===== src/rtl/alu_pipe_acc_if.sv =====
// Operand/result handshake bundle for alu_pipe_acc: source drives operands, consumer drives out_rdy.
interface alu_pipe_acc_if #(
  parameter int SIZE = 8
) ();
  logic            in_vld;
  logic            in_rdy;
  logic [SIZE-1:0] a_dat;
  logic [SIZE-1:0] b_dat;
  logic [2:0]      fn;
  logic            ci;
  logic            clr_sticky;
  logic            out_vld;
  logic            out_rdy;
  logic [SIZE-1:0] res_dat;
  logic            co;
  logic            ov;
  logic            sticky_ov;
  logic [SIZE-1:0] acc_dat;

  modport master (
    output in_vld, a_dat, b_dat, fn, ci, clr_sticky, out_rdy,
    input  in_rdy, out_vld, res_dat, co, ov, sticky_ov, acc_dat
  );

  modport slave (
    input  in_vld, a_dat, b_dat, fn, ci, clr_sticky, out_rdy,
    output in_rdy, out_vld, res_dat, co, ov, sticky_ov, acc_dat
  );
endinterface


===== src/rtl/alu_pipe_acc.sv =====
// Two-stage pipelined ALU with accumulator and sticky overflow; result valid two edges after accept.
// Stages advance only into a free slot, so holding out_rdy low stalls intake after two operations.
module alu_pipe_acc #(
  parameter int SIZE = 8
) (
  input logic           clk_i,
  input logic           rst_i,
  alu_pipe_acc_if.slave bus_io
);
  typedef enum logic [2:0] {
    FN_ADD  = 3'b000,
    FN_ADDH = 3'b001,
    FN_AND  = 3'b010,
    FN_NOT  = 3'b011,
    FN_ACC  = 3'b100,
    FN_LOAD = 3'b101,
    FN_READ = 3'b110,
    FN_XOR  = 3'b111
  } fn_e;

  typedef struct packed {
    logic [SIZE-1:0] a;
    logic [SIZE-1:0] b;
    fn_e             fn;
    logic            ci;
  } op_t;

  typedef struct packed {
    logic [SIZE-1:0] res;
    logic            co;
    logic            ov;
  } res_t;

  logic            v1_q, v1_d;
  op_t             s1_q, s1_d;
  logic            v2_q, v2_d;
  res_t            s2_q, s2_d;
  logic [SIZE-1:0] acc_q, acc_d;
  logic            sticky_q, sticky_d;

  logic            s2_free, xfer, in_rdy, accept;
  logic            is_arith;
  logic [SIZE-1:0] opa, opx;
  logic [SIZE:0]   sum;
  res_t            res_n;

  always_comb begin
    s2_free = !v2_q || bus_io.out_rdy;
    xfer    = v1_q && s2_free;
    in_rdy  = (!v1_q || s2_free) && !rst_i;
    accept  = bus_io.in_vld && in_rdy;
  end

  // Acc is read here at the S1->S2 edge, the same edge it is written, so chained acc ops need no stall.
  always_comb begin
    is_arith = (s1_q.fn == FN_ADD) || (s1_q.fn == FN_ADDH) || (s1_q.fn == FN_ACC);
    opa      = (s1_q.fn == FN_ACC) ? acc_q : s1_q.a;
    case (s1_q.fn)
      FN_ADD:  opx = s1_q.b;
      FN_ADDH: opx = {s1_q.b[SIZE-1], s1_q.b[SIZE-1:1]};
      default: opx = s1_q.a;
    endcase
    sum = {1'b0, opa} + {1'b0, opx} + {{SIZE{1'b0}}, s1_q.ci};

    res_n.res = sum[SIZE-1:0];
    case (s1_q.fn)
      FN_AND:  res_n.res = s1_q.a & s1_q.b;
      FN_NOT:  res_n.res = ~s1_q.a;
      FN_XOR:  res_n.res = s1_q.a ^ s1_q.b;
      FN_LOAD: res_n.res = s1_q.a;
      FN_READ: res_n.res = acc_q;
      default: res_n.res = sum[SIZE-1:0];
    endcase
    res_n.co = is_arith && sum[SIZE];
    res_n.ov = is_arith && (opa[SIZE-1] == opx[SIZE-1]) && (sum[SIZE-1] != opa[SIZE-1]);
  end

  always_comb begin
    v1_d = v1_q;
    s1_d = s1_q;
    if (accept) begin
      v1_d = 1'b1;
      s1_d = '{a: bus_io.a_dat, b: bus_io.b_dat, fn: fn_e'(bus_io.fn), ci: bus_io.ci};
    end else if (xfer) begin
      v1_d = 1'b0;
    end

    v2_d = v2_q;
    s2_d = s2_q;
    if (xfer) begin
      v2_d = 1'b1;
      s2_d = res_n;
    end else if (bus_io.out_rdy) begin
      v2_d = 1'b0;
    end

    acc_d = acc_q;
    if (xfer && (s1_q.fn == FN_ACC))  acc_d = sum[SIZE-1:0];
    if (xfer && (s1_q.fn == FN_LOAD)) acc_d = s1_q.a;

    // A fresh overflow outranks a simultaneous clear so no event is lost.
    sticky_d = sticky_q;
    if (bus_io.clr_sticky) sticky_d = 1'b0;
    if (xfer && res_n.ov)  sticky_d = 1'b1;
  end

  always_ff @(posedge clk_i) begin
    if (rst_i) begin
      v1_q     <= 1'b0;
      s1_q     <= '0;
      v2_q     <= 1'b0;
      s2_q     <= '0;
      acc_q    <= '0;
      sticky_q <= 1'b0;
    end else begin
      v1_q     <= v1_d;
      s1_q     <= s1_d;
      v2_q     <= v2_d;
      s2_q     <= s2_d;
      acc_q    <= acc_d;
      sticky_q <= sticky_d;
    end
  end

  assign bus_io.in_rdy    = in_rdy;
  assign bus_io.out_vld   = v2_q;
  assign bus_io.res_dat   = s2_q.res;
  assign bus_io.co        = s2_q.co;
  assign bus_io.ov        = s2_q.ov;
  assign bus_io.sticky_ov = sticky_q;
  assign bus_io.acc_dat   = acc_q;
endmodule


===== src/flat_wrapper.sv =====
// flat-port wrapper written by rule: the top's interface ports become plain ports
module alu_pipe_acc_flat 
#(
  parameter int SIZE = 8
)
  (clk_i, rst_i, bus_io_in_vld, bus_io_a_dat, bus_io_b_dat, bus_io_fn, bus_io_ci, bus_io_clr_sticky, bus_io_out_rdy, bus_io_in_rdy, bus_io_out_vld, bus_io_res_dat, bus_io_co, bus_io_ov, bus_io_sticky_ov, bus_io_acc_dat);
  alu_pipe_acc_if #(.SIZE(SIZE)) bus_io_i ();
  input logic clk_i;
  input logic rst_i;
  input wire logic [$bits(bus_io_i.in_vld)-1:0] bus_io_in_vld;
  input wire logic [$bits(bus_io_i.a_dat)-1:0] bus_io_a_dat;
  input wire logic [$bits(bus_io_i.b_dat)-1:0] bus_io_b_dat;
  input wire logic [$bits(bus_io_i.fn)-1:0] bus_io_fn;
  input wire logic [$bits(bus_io_i.ci)-1:0] bus_io_ci;
  input wire logic [$bits(bus_io_i.clr_sticky)-1:0] bus_io_clr_sticky;
  input wire logic [$bits(bus_io_i.out_rdy)-1:0] bus_io_out_rdy;
  output wire logic [$bits(bus_io_i.in_rdy)-1:0] bus_io_in_rdy;
  output wire logic [$bits(bus_io_i.out_vld)-1:0] bus_io_out_vld;
  output wire logic [$bits(bus_io_i.res_dat)-1:0] bus_io_res_dat;
  output wire logic [$bits(bus_io_i.co)-1:0] bus_io_co;
  output wire logic [$bits(bus_io_i.ov)-1:0] bus_io_ov;
  output wire logic [$bits(bus_io_i.sticky_ov)-1:0] bus_io_sticky_ov;
  output wire logic [$bits(bus_io_i.acc_dat)-1:0] bus_io_acc_dat;
  assign bus_io_i.in_vld = bus_io_in_vld;
  assign bus_io_i.a_dat = bus_io_a_dat;
  assign bus_io_i.b_dat = bus_io_b_dat;
  assign bus_io_i.fn = bus_io_fn;
  assign bus_io_i.ci = bus_io_ci;
  assign bus_io_i.clr_sticky = bus_io_clr_sticky;
  assign bus_io_i.out_rdy = bus_io_out_rdy;
  assign bus_io_in_rdy = bus_io_i.in_rdy;
  assign bus_io_out_vld = bus_io_i.out_vld;
  assign bus_io_res_dat = bus_io_i.res_dat;
  assign bus_io_co = bus_io_i.co;
  assign bus_io_ov = bus_io_i.ov;
  assign bus_io_sticky_ov = bus_io_i.sticky_ov;
  assign bus_io_acc_dat = bus_io_i.acc_dat;
  alu_pipe_acc #(.SIZE(SIZE)) u_core (.clk_i(clk_i), .rst_i(rst_i), .bus_io(bus_io_i));
endmodule

===== config.mk =====
export PLATFORM = sky130hd
export DESIGN_NAME = alu_pipe_acc_flat
export DESIGN_NICKNAME = d
export VERILOG_FILES = /design/src/rtl/alu_pipe_acc_if.sv /design/src/rtl/alu_pipe_acc.sv /design/src/flat_wrapper.sv
export SDC_FILE = /design/constraint.sdc
export NUM_CORES = 1
export LEC_CHECK = 0
export ABC_AREA = 1
export ABC_CLOCK_PERIOD_IN_PS = 2300
export BUFFER_PORTS_ARGS = -buffer_cell sky130_fd_sc_hd__buf_2
export CAP_MARGIN = 10
export CORE_AREA = 2 2 77 79
export DETAILED_ROUTE_END_ITERATION = 10
export DIE_AREA = 0 0 79 81
export HOLD_SLACK_MARGIN = 0.08
export PLACE_DENSITY = 0.74
export RECOVER_POWER = 50
export REMOVE_ABC_BUFFERS = 1
export SYNTH_ARGS = -nofsm -noshare
export SYNTH_HDL_FRONTEND = slang
export SYNTH_SLANG_ARGS = --single-unit

===== constraint.sdc =====
create_clock -name clk_i -period 2.3 [get_ports clk_i]
set_clock_uncertainty 0.1 [all_clocks]
set_input_delay 0.115 -clock clk_i [delete_from_list [all_inputs] [get_ports clk_i]]
set_output_delay 0.115 -clock clk_i [all_outputs]
set_load 0.01 [all_outputs]

==> results of run 1 <==
## area by class of cell
| cell class | count | area (um^2) | share of cell area, % |
|---|---|---|---|
| clock buffer | 6 | 82.6 | 2.23 |
| clock inverter | 2 | 37.5 | 1.01 |
| inverter | 63 | 241 | 6.52 |
| multi-input combinational | 288 | 1750 | 47.2 |
| sequential | 41 | 827 | 22.3 |
| tap | 75 | 93.8 | 2.53 |
| timing repair buffer | 99 | 673 | 18.2 |
## what timing repair did
item | 4_1_cts | 5_1_grt
gates resized for setup | 4 | 50
endpoints found under the hold margin | 23 | 0
setup endpoints to repair | 13 | 16
hold buffers | 23 | 0
pin swaps | 1 | 21
setup buffers | 1 | 9
## sequential cells by signal, indices dropped and copies added (netlist names)
signal,flops
u_core.s1_q,20
u_core.bus_io.acc_dat,8
u_core.bus_io.res_dat,8
u_core.bus_io.co,1
u_core.bus_io.out_vld,1
u_core.bus_io.ov,1
u_core.bus_io.sticky_ov,1
u_core.v1_q,1
## cell usage after synthesis, drive strengths merged
cell,instances
o22ai,3
o221ai,5
xnor2,1
o31ai,18
ha,15
nand4,5
nand3b,2
nand2,119
xor2,1
a31oi,3
nor3,2
clkbuf,1
o211ai,3
inv,63
nor2,28
a21oi,32
dfxtp,41
o2bb2ai,2
fa,2
o21ai,22
nand3,25
buf,12
## worst min-delay path: stages
cell     delay [ns]
buf_2          0.09
inv_2          0.05
buf_4          0.19
nand2_1        0.08
inv_1          0.03
## per-layer routing
metal | part of all wire [%] | track usage, %
met1 | 44 | 35.7
met2 | 46 | 42.3
met3 | 6.9 | 4.67
met4 | 2.8 | 10.5
met5 | 0 | 0
## worst paths after layout
kind | end
worst min register to register | u_core.bus_io.co$_SDFFE_PP0P_
worst min-delay path | u_core.bus_io.res_dat[5]$_SDFFE_PP0P_
worst max-delay path | u_core.bus_io.res_dat[6]$_SDFFE_PP0P_
worst max register to register | u_core.bus_io.res_dat[6]$_SDFFE_PP0P_
## kinds of logic (layout without fill, tap and decap cells)
kind of cell / count (synthesis) / after routing
simple gates: 181 / 181
compound gates: 88 / 88
xor+xnor: 2 / 2
fa+ha+maj: 17 / 17
buf+inv: 76 / 170
flops: 41 / 41
## power by group
part	internal (mW)	switching, mW	leakage (nW)
logic	0.288	0.381	1.35
registers	0.756	0.0451	0.338
clock network	0.353	0.274	0.0574
total	1.40	0.700	1.75
## through the flow
step | setup TNS, ns | util (%) | total power, mW | setup WS, ns | cell area [um^2]
global placement | -0.119 | 55.2 | 1.32 | -0.0788 | 3130
finish | -0.104 | 65.3 | 2.10 | -0.0567 | 3700
detailed placement | -0.888 | 55.2 | 1.33 | -0.164 | 3130
global route | -1.40 | 65.3 | 2.21 | -0.211 | 3700
CTS | -0.0283 | 61.6 | 2.00 | -0.0283 | 3500
floorplan | -2.97 | - | 1.14 | -0.335 | 2650
==> out/summary.log, run 1 <==
INFO  cts            clock_sinks=41
INFO  worst_setup_path reg2reg_slack=-0.06ns
INFO  worst_setup_path critPathKind=reg -> reg
INFO  floorplanning  core_region_area=5680um^2
INFO  placed_design  port-buffer-count=45
INFO  cts            numCtsBuffers=5
INFO  drt            post_drt_via_cell_ratio=5.34
INFO  layout         drive_above_1_share=26.5%
INFO  layout         antennaDiodeCount=0
INFO  layout         synthToLayoutAreaGrowth=35.5%
INFO  cts            clk_path_buf_depth=2
INFO  worst_setup_path reg2reg_from=u_core.s1_q[2]$_SDFFE_PP0P_
INFO  worst_setup_path timing.critical_path.to_type=flip-flop
INFO  worst_setup_path cp_slowest_cell=fa_2
INFO  worst_setup_path critical_path_buf_inv_count=3
INFO  drt            drt-pass1-iter-count=6
INFO  sta            final.setup.worst_slack=-0.0567ns
INFO  synthesis      mapped_avg_cell_area=6.75um^2
INFO  drt            detailedRoute.firstIterationViolations=376
INFO  drt            drt-total-wl=8550um
INFO  sta            worstMarginPinSlew=0.420ns
INFO  sta            maxSlewViolCount=0
INFO  synthesis      synth_compound_gate_area_share=19.4%
INFO  layout         mostFrequentLayoutCell=nand2_1
INFO  global_routing vias_in_the_first_global_route=2767
INFO  worst_setup_path crit_top_cell=nor2_1
INFO  worst_setup_path cp_cell_sequence=inv_4 -> nand2_4 -> inv_2 -> nand2_2 -> o22ai_2 -> a21oi_2 -> fa_2 -> fa_2 -> inv_2 -> nand3_2 -> nand3_2 -> nand2_2 -> nand2_1 -> nor2_1 -> nor2_1 -> nor2_1
INFO  worst_setup_path worst_path_dominant_cell_family=adder cells
INFO  synthesis      synth.top_cell.area_share=30.0%
INFO  cts            cts_root_buffer=clkbuf_8
INFO  sta            report.final.setup_viol=4
INFO  global_routing grt_util_all_layers=26.5%
INFO  placed_design  gp_congestion=0.923
INFO  floorplanning  dieHeight=81um
INFO  cts            ctsHtreeMaxLevel=2
INFO  synthesis      synth_mux_area_share=0%
INFO  synthesis      synth.cell_area=2730um^2
INFO  floorplanning  initial_utilization=48.2%
INFO  layout         final_cell_mix=nand2_1 (103), inv_1 (49), dfxtp_1 (38)
INFO  placed_design  dp_hpwl=5930um
INFO  layout         nNetsFinal=540
INFO  run_status     outcome=complete, but fails checks
INFO  worst_setup_path rr_worst_depth=16
INFO  layout         nFillCells=520
INFO  worst_setup_path critical_path_arrival=2.45ns
INFO  synthesis      postSynthRegisterBits=41
INFO  job            cap_viol_max_count=0
INFO  worst_setup_path cp_slowest_stage_delay=0.42ns
INFO  synthesis      synth_top_family_by_area=simple AND/OR/NAND/NOR gates
INFO  synthesis      synth_warnings=0
INFO  worst_setup_path start_kind=flip-flop
INFO  synthesis      synth.yosys.seq_area_share=30.0%
INFO  floorplanning  die-width=79um
INFO  sta            hold_slack=0.204ns
INFO  floorplanning  fp-row-count=28
INFO  drt            drt_drc_violations_left=0
INFO  run_status     violations=negative setup slack
INFO  sta            grt_setup_unrepaired=yes
INFO  worst_hold_path hold_class=in -> reg
INFO  pwr            static-leakage-power=1.75nW
INFO  worst_hold_path whs_path_depth=5
INFO  worst_setup_path timing.critical_path.fanout_max=3
INFO  worst_hold_path holdCritStartpoint=rst_i
INFO  sta            relSlewSlack=71.9%
INFO  pwr            power.ir.vdd_worst=264uV
INFO  cts            clock_insertion_delay_worst_skew=0.30ns
INFO  worst_setup_path crit_start=u_core.s1_q[2]$_SDFFE_PP0P_
INFO  sta            post-route-period-util=102%
INFO  worst_setup_path worstPathRequired=2.39ns
INFO  layout         fin_cells=574
INFO  synthesis      synth_simple_gate_area_share=29.9%
INFO  cts            tritoncts=yes
INFO  global_routing maximum_number_of_pins_on_one_net_before_global_route_repair=41
INFO  worst_setup_path crit_cells=16
INFO  drt            final_antenna_net_count=0
INFO  drt            vias=3064
INFO  drt            route.detailed.wl_per_inst=14.9um
INFO  cts            cts.reportedPaths.clkPinSlew=0.08ns
INFO  placed_design  placed_cells_incl_taps=533
INFO  floorplanning  die-area=6400um^2
INFO  floorplanning  ioPinCount=46
INFO  sta            timing.final.crit_period=2.36ns
INFO  synthesis      parity_gate_share_of_the_synthesized_area_counting_xor_and_xnor_cells=0.641%
INFO  global_routing antenna_violations_before_repair=0
INFO  synthesis      yosysTopAreaCell=dfxtp_1
INFO  global_routing first_pass_grt_wire_length=13200um
INFO  sta            final_hold_violation_count=0
INFO  synthesis      yosys.cell_types.count=34
INFO  synthesis      synth.top_cells.by_area=dfxtp_1 (30%), nand2_1 (15%), inv_1 (7.6%)
INFO  pwr            powerDensity=566nW/um^2
INFO  synthesis      synth-adder-area-share=8.33%
INFO  synthesis      synthCells=405
INFO  global_routing globalRoute.totalOverflow=0
INFO  sta            max_clock_freq=424MHz
(Power assumes the default switching activity.)
==> run 2: changes to the inputs <==
--- a/config.mk
+++ b/config.mk
@@ -9,9 +9,9 @@
 export ABC_CLOCK_PERIOD_IN_PS = 2300
-export BUFFER_PORTS_ARGS = -buffer_cell sky130_fd_sc_hd__buf_2
 export CAP_MARGIN = 10
-export CORE_AREA = 2 2 77 79
+export CORE_AREA = 2 2 73 75
 export DETAILED_ROUTE_END_ITERATION = 10
-export DIE_AREA = 0 0 79 81
+export DIE_AREA = 0 0 75 77
+export DONT_BUFFER_PORTS = 1
 export HOLD_SLACK_MARGIN = 0.08
-export PLACE_DENSITY = 0.74
+export PLACE_DENSITY = 0.73
 export RECOVER_POWER = 50
--- a/constraint.sdc
+++ b/constraint.sdc
@@ -4,2 +4,2 @@
 set_output_delay 0.115 -clock clk_i [all_outputs]
-set_load 0.01 [all_outputs]
+set_load 0.1 [all_outputs]
==> out/summary.log, run 2 (synthesis results as in run 1) <==
INFO  sta            final.setup.worst_slack=-0.0935ns [-0.0368 ns]
INFO  drt            route.detailed.wl_per_inst=16.0um [+7.7%]
INFO  floorplanning  fp-row-count=26 [-7.1%]
INFO  sta            final_hold_violation_count=6 [+6]
INFO  worst_hold_path holdCritStartpoint=rst_i
INFO  floorplanning  dieHeight=77um [-4.9%]
INFO  layout         antennaDiodeCount=0 [unchanged]
INFO  layout         nFillCells=432 [-17%]
INFO  cts            numCtsBuffers=5 [unchanged]
INFO  sta            post-route-period-util=104% [+1.6 points]
INFO  worst_setup_path cp_slowest_cell=fa_2
INFO  drt            post_drt_via_cell_ratio=5.67 [+6.3%]
INFO  layout         mostFrequentLayoutCell=nand2_1
INFO  cts            cts_root_buffer=clkbuf_8
INFO  worst_setup_path timing.critical_path.fanout_max=3 [unchanged]
INFO  layout         largest_register_ff_count=20 [unchanged]
INFO  pwr            power.ir.vdd_worst=390uV [+47%]
INFO  placed_design  gp_congestion=0.990 [+7.2%]
INFO  layout         max_flop_register=u_core.s1_q
INFO  cts            tritoncts=yes
INFO  layout         postLayoutCoreUtil=69.4% [+4.1 points]
INFO  cts            ctsHtreeMaxLevel=2 [unchanged]
INFO  run_status     outcome=complete, but fails checks
INFO  worst_setup_path cp_slowest_stage_delay=0.41ns [about the same]
INFO  global_routing first_pass_grt_wire_length=13400um [+1.5%]
INFO  drt            drt-pass1-iter-count=5 [-1]
INFO  worst_setup_path worst_path_dominant_cell_family=adder cells
INFO  worst_setup_path critical_path_arrival=2.49ns [+0.04 ns]
INFO  global_routing maximum_number_of_pins_on_one_net_before_global_route_repair=41 [unchanged]
INFO  cts            cts.reportedPaths.clkPinSlew=0.08ns [about the same]
INFO  sta            timing.final.crit_period=2.39ns [+0.0368 ns]
INFO  sta            report.final.setup_viol=6 [+2]
INFO  layout         fin_cells=539 [-6.1%]
INFO  drt            drt_drc_violations_left=0 [unchanged]
INFO  sta            timing.setup.tns=-0.256ns [-0.152 ns]
INFO  worst_setup_path crit_start=u_core.s1_q[3]$_SDFFE_PP0P_
INFO  worst_setup_path worstPathRequired=2.40ns [about the same]
INFO  sta            maxSlewViolCount=0 [unchanged]
INFO  placed_design  pre_cts_ws=-0.150ns [+0.0138 ns]
INFO  job            cap_viol_max_count=0 [unchanged]
INFO  drt            detailedRoute.firstIterationViolations=388 [+3.2%]
INFO  placed_design  port-buffer-count=0 [-100%]
INFO  pwr            static-leakage-power=1.65nW [-5.5%]
INFO  cts            clock_insertion_delay_worst_skew=0.31ns [about the same]
INFO  global_routing grt_util_all_layers=30.4% [+4.0 points]
INFO  floorplanning  ioPinCount=46 [unchanged]
INFO  layout         non_filler_cell_area_final=3450um^2 [-6.8%]
INFO  sta            grt_setup_unrepaired=yes
INFO  floorplanning  die-area=5780um^2 [-9.8%]
INFO  worst_setup_path start_kind=flip-flop
INFO  placed_design  post_dp_cell_area=3020um^2 [-3.6%]
INFO  floorplanning  die-width=75um [-5.1%]
INFO  global_routing vias_in_the_first_global_route=2857 [+3.3%]
INFO  pwr            power.total=2.04mW [-2.8%]
INFO  layout         drive_above_1_share=17.3% [-9.2 points]
INFO  global_routing globalRoute.totalOverflow=0 [unchanged]
INFO  placed_design  dp_hpwl=5810um [-2.0%]
INFO  sta            max_clock_freq=418MHz [-1.5%]
INFO  drt            final_antenna_net_count=0 [unchanged]
INFO  pwr            powerDensity=590nW/um^2 [+4.2%]
INFO  drt            vias=3058 [-0.20%]
INFO  sta            relSlewSlack=14.5% [-57 points]
INFO  worst_setup_path critPathKind=reg -> reg
INFO  worst_setup_path reg2reg_from=u_core.s1_q[3]$_SDFFE_PP0P_
INFO  global_routing antenna_violations_before_repair=0 [unchanged]
INFO  drt            drt-total-wl=8640um [+1.1%]
INFO  worst_setup_path critical_path_buf_inv_count=3 [unchanged]
INFO  floorplanning  core_region_area=4980um^2 [-12%]
INFO  layout         nNetsFinal=510 [-5.6%]
INFO  floorplanning  initial_utilization=54.9% [+6.8 points]
INFO  placed_design  placed_cells_incl_taps=499 [-6.4%]
INFO  layout         final_cell_mix=nand2_1 (103), inv_1 (52), dfxtp_1 (38)
INFO  run_status     violations=negative hold slack, negative setup slack
INFO  cts            ctsHoldBuffers=26 [+13%]
INFO  cts            clock_sinks=41 [unchanged]
INFO  sta            hold_slack=-0.224ns [-0.428 ns]
INFO  cts            clk_path_buf_depth=2 [unchanged]
INFO  worst_setup_path timing.critical_path.to_type=flip-flop
INFO  worst_hold_path hold_class=in -> reg
INFO  layout         synthToLayoutAreaGrowth=26.3%
INFO  sta            worstMarginPinSlew=1.28ns [+0.862 ns]
INFO  worst_setup_path cp_cell_sequence=inv_2 -> nand2_4 -> inv_2 -> nand2_2 -> o22ai_2 -> a21oi_2 -> fa_2 -> fa_2 -> inv_2 -> nand3_2 -> nand3_2 -> nand2_2 -> nand2_2 -> nor2_1 -> nor2_1 -> nor2_1
## run 2: cell count changes in the layout (fill, tap and decap cells not counted), moves of 3 or more
cell / previous run / this run
buf_4: 28 / 20
dlygate4sd3_1: 23 / 26
a21oi_2: 9 / 5
a21oi_1: 23 / 27
nor2_1: 21 / 24
inv_1: 49 / 52
nor2_2: 5 / 2
buf_2: 24 / 0
## run 2: power by group
part	leakage, nW	internal, mW	switching, mW
combinational	1.28	0.267	0.498
clock	0.0395	0.216	0.262
sequential	0.338	0.755	0.0386
## run 2: final timing paths
kind                                           end  slack, ns  cells past startpoint
max reg2reg  u_core.bus_io.res_dat[6]$_SDFFE_PP0P_      -0.09                     16
min                  u_core.bus_io.ov$_SDFFE_PP0P_      -0.22                      1
min reg2reg  u_core.bus_io.acc_dat[3]$_SDFFE_PP0P_       0.49                      2
max          u_core.bus_io.res_dat[6]$_SDFFE_PP0P_      -0.09                     16
## run 2: repair_timing
item	in CTS	in global routing
pin swaps	2	17
hold endpoints to repair	41	6
setup buffers	0	6
gates cloned	0	0
resized for setup	9	25
endpoints found under the setup margin	14	16
## run 2: final cells by class
cell class | count | area, um^2 | share of cell area, %
repair buffers | 69 | 517 | 15.0
clock buffers | 8 | 80.1 | 2.32
well taps | 70 | 87.6 | 2.54
multi-input cells | 288 | 1700 | 49.3
inverters | 63 | 239 | 6.92
flip-flops and latches | 41 | 827 | 24.0
## run 2: per-layer routing
layer	vias up	wire length (um)	track usage (%)
met5	-	0	0
met4	0	204	9.11
met3	29	795	7.10
met2	173	3990	47.6
met1	1391	3650	41.1
li1	1465	-	-
==> run 3: changes to the inputs <==
- CORE_AREA: 2 2 73 75 -> 2 2 71 73
- CTS_BUF_LIST: unset -> sky130_fd_sc_hd__clkbuf_8
- DIE_AREA: 0 0 75 77 -> 0 0 73 75
- PLACE_DENSITY: 0.73 -> 0.77
==> out/summary.log, run 3 (synthesis results as in run 1) <==
INFO  pwr            static-leakage-power=1.71nW [+3.2%]
INFO  worst_hold_path hold_class=in -> reg
INFO  pwr            powerDensity=613nW/um^2 [+3.9%]
INFO  cts            clock_insertion_delay_worst_skew=0.30ns [about the same]
INFO  cts            cts_root_buffer=clkbuf_8
INFO  floorplanning  die-width=73um [-2.7%]
INFO  drt            met3_length=703um [-12%]
INFO  floorplanning  dieHeight=75um [-2.6%]
INFO  sta            worstMarginPinSlew=1.29ns [+0.00463 ns]
INFO  worst_setup_path rr_worst_depth=13 [-3]
INFO  drt            drt_drc_violations_left=0 [unchanged]
INFO  layout         postLayoutCoreUtil=76.8% [+7.4 points]
INFO  sta            post-route-period-util=102% [-2.3 points]
INFO  worst_setup_path reg2reg_from=u_core.s1_q[2]$_SDFFE_PP0P_
INFO  worst_setup_path critical_path_buf_inv_count=1 [-2]
INFO  sta            relSlewSlack=14.2% [-0.31 points]
INFO  sta            final_hold_violation_count=6 [unchanged]
INFO  drt            detailedRoute.firstIterationViolations=340 [-12%]
INFO  layout         max_flop_register=u_core.s1_q
INFO  drt            post_drt_via_cell_ratio=6.01 [+5.9%]
INFO  cts            clk_path_buf_depth=2 [unchanged]
INFO  layout         largest_register_ff_count=20 [unchanged]
INFO  worst_setup_path worstPathRequired=2.45ns [+0.05 ns]
INFO  worst_setup_path cp_slowest_stage_delay=0.41ns [about the same]
INFO  placed_design  dp_hpwl=5660um [-2.7%]
INFO  worst_setup_path cp_slowest_cell=fa_2
INFO  cts            ctsHtreeMaxLevel=2 [unchanged]
INFO  worst_setup_path critPathKind=reg -> reg
INFO  worst_setup_path cp_cell_sequence=nor2_4 -> nand2_2 -> o22ai_2 -> a21oi_2 -> fa_2 -> fa_2 -> inv_2 -> nand3_2 -> nand4_1 -> nand2_1 -> nor2_1 -> nor2_1 -> nor2_1
INFO  placed_design  placed_cells_incl_taps=486 [-2.6%]
INFO  cts            numCtsBuffers=5 [unchanged]
INFO  worst_hold_path whs_path_depth=1 [unchanged]
INFO  worst_setup_path reg2reg_slack=-0.04ns [+0.05 ns]
INFO  job            cap_viol_max_count=0 [unchanged]
INFO  global_routing globalRoute.totalOverflow=0 [unchanged]
INFO  global_routing grt_util_all_layers=31.1% [+0.67 points]
INFO  placed_design  gp_congestion=0.918 [-7.3%]
INFO  layout         final_cell_mix=nand2_1 (98), inv_1 (50), dfxtp_1 (38)
INFO  global_routing first_pass_grt_wire_length=13200um [-2.2%]
INFO  cts            clock_sinks=41 [unchanged]
INFO  sta            hold_slack=-0.236ns [-0.0122 ns]
INFO  layout         synthToLayoutAreaGrowth=30.9%
INFO  sta            grt_setup_unrepaired=yes
INFO  worst_setup_path critical_path_arrival=2.49ns [about the same]
INFO  global_routing maximum_number_of_pins_on_one_net_before_global_route_repair=41 [unchanged]
INFO  worst_setup_path timing.critical_path.fanout_max=3 [unchanged]
INFO  floorplanning  die-area=5480um^2 [-5.2%]
INFO  worst_setup_path timing.critical_path.to_type=flip-flop
INFO  drt            route.detailed.wl_per_inst=17.1um [+6.5%]
INFO  drt            met2RoutedLength=4350um [+9.0%]
INFO  worst_setup_path worst_path_dominant_cell_family=adder cells
INFO  sta            max_clock_freq=427MHz [+2.3%]
INFO  layout         multiInputGateArea=1800um^2 [+6.0%]
INFO  global_routing vias_in_the_first_global_route=2858 [+0.035%]
INFO  layout         mostFrequentLayoutCell=nand2_1
INFO  cts            ctsHoldBuffers=26 [unchanged]
INFO  worst_hold_path worstHoldEndpoint=u_core.bus_io.ov$_SDFFE_PP0P_
INFO  worst_setup_path worst_r2r_endpoint=u_core.bus_io.res_dat[6]$_SDFFE_PP0P_
INFO  layout         ff_latch_area=827um^2 [unchanged]
INFO  drt            m1WireLength=3510um [-3.7%]
INFO  sta            timing.final.crit_period=2.34ns [-0.0532 ns]
INFO  layout         drive_above_1_share=21.5% [+4.2 points]
INFO  floorplanning  fp-row-count=25 [-3.8%]
INFO  drt            final_antenna_net_count=0 [unchanged]
INFO  drt            vias=3149 [+3.0%]
INFO  drt            drt-pass1-iter-count=5 [unchanged]
INFO  floorplanning  ioPinCount=46 [unchanged]
INFO  drt            drt-total-wl=8950um [+3.5%]
INFO  run_status     outcome=complete, but fails checks
INFO  layout         fin_cells=524 [-2.8%]
INFO  worst_hold_path holdCritStartpoint=rst_i
INFO  run_status     violations=negative hold slack, negative setup slack
INFO  sta            report.final.setup_viol=6 [unchanged]
INFO  worst_setup_path crit_top_cell=nor2_1
INFO  layout         nNetsFinal=512 [+0.39%]
INFO  placed_design  port-buffer-count=0 [unchanged]
INFO  layout         antennaDiodeCount=0 [unchanged]
INFO  cts            tritoncts=yes
INFO  sta            final.setup.worst_slack=-0.0403ns [+0.0532 ns]
INFO  sta            maxSlewViolCount=0 [unchanged]
INFO  pwr            power.ir.vdd_worst=356uV [-8.5%]
INFO  floorplanning  initial_utilization=58.7% [+3.7 points]
INFO  worst_setup_path start_kind=flip-flop
INFO  cts            cts.reportedPaths.clkPinSlew=0.09ns [about the same]
INFO  floorplanning  core_region_area=4660um^2 [-6.4%]
INFO  worst_setup_path crit_cells=13 [-3]
INFO  layout         nFillCells=335 [-22%]
INFO  sta            timing.setup.tns=-0.0882ns [+0.168 ns]
INFO  drt            top_routing_layer_used=met4
INFO  global_routing antenna_violations_before_repair=0 [unchanged]
[run 3: worst max path at each step]
stage                                           from                                    end  slack [ns]
6_report                 u_core.s1_q[2]$_SDFFE_PP0P_  u_core.bus_io.res_dat[6]$_SDFFE_PP0P_       -0.04
5_1_grt                  u_core.s1_q[2]$_SDFFE_PP0P_  u_core.bus_io.res_dat[6]$_SDFFE_PP0P_       -0.15
4_1_cts                  u_core.s1_q[2]$_SDFFE_PP0P_  u_core.bus_io.res_dat[6]$_SDFFE_PP0P_      -0.006
3_5_place_dp             u_core.s1_q[2]$_SDFFE_PP0P_  u_core.bus_io.res_dat[6]$_SDFFE_PP0P_       -0.14
3_3_place_gp             u_core.s1_q[2]$_SDFFE_PP0P_  u_core.bus_io.res_dat[6]$_SDFFE_PP0P_       -0.07
2_1_floorplan  u_core.bus_io.acc_dat[0]$_SDFFE_PP0P_  u_core.bus_io.res_dat[6]$_SDFFE_PP0P_       -0.45
[run 3: area by class of cell]
| type | instances | area share, % |
|---|---|---|
| multi-input combinational | 288 | 50.4 |
| sequential | 41 | 23.1 |
| timing repair buffer | 71 | 15.0 |
| inverter | 63 | 6.75 |
| clock buffer | 5 | 1.92 |
| tap | 54 | 1.89 |
| clock inverter | 2 | 0.979 |
[run 3: layer usage]
metal  vias up  global-route usage, %
met5         -                      0
met2       196                   54.3
met4         0                   14.2
met3        53                   4.15
met1      1434                   38.2
li1       1466                      -
[run 3: power breakdown]
group / switching, mW / total, mW / internal [mW]
combinational: 0.528 / 0.813 / 0.285
clock: 0.270 / 0.586 / 0.316
sequential: 0.0398 / 0.795 / 0.755
total: 0.838 / 2.19 / 1.36
[run 3: what timing repair did]
| item | CTS | global route |
|---|---|---|
| buffers inserted | 0 | 5 |
| endpoints found under the hold margin | 41 | 6 |
| pin swaps | 2 | 21 |
| endpoints found under the setup margin | 10 | 15 |
| resized for setup | 8 | 52 |
[run 3: per-stage QoR]
step	total power [mW]	hold slack, ns	worst slack [ns]	instance area [um^2]
floorplan	1.27	0.0841	-0.452	2650
global placement	1.43	0.0896	-0.0668	3020
detailed placement	1.44	0.0916	-0.139	3020
CTS	2.07	-0.226	-0.00630	3410
global route	2.28	-0.238	-0.150	3580
finish	2.19	-0.236	-0.0403	3580
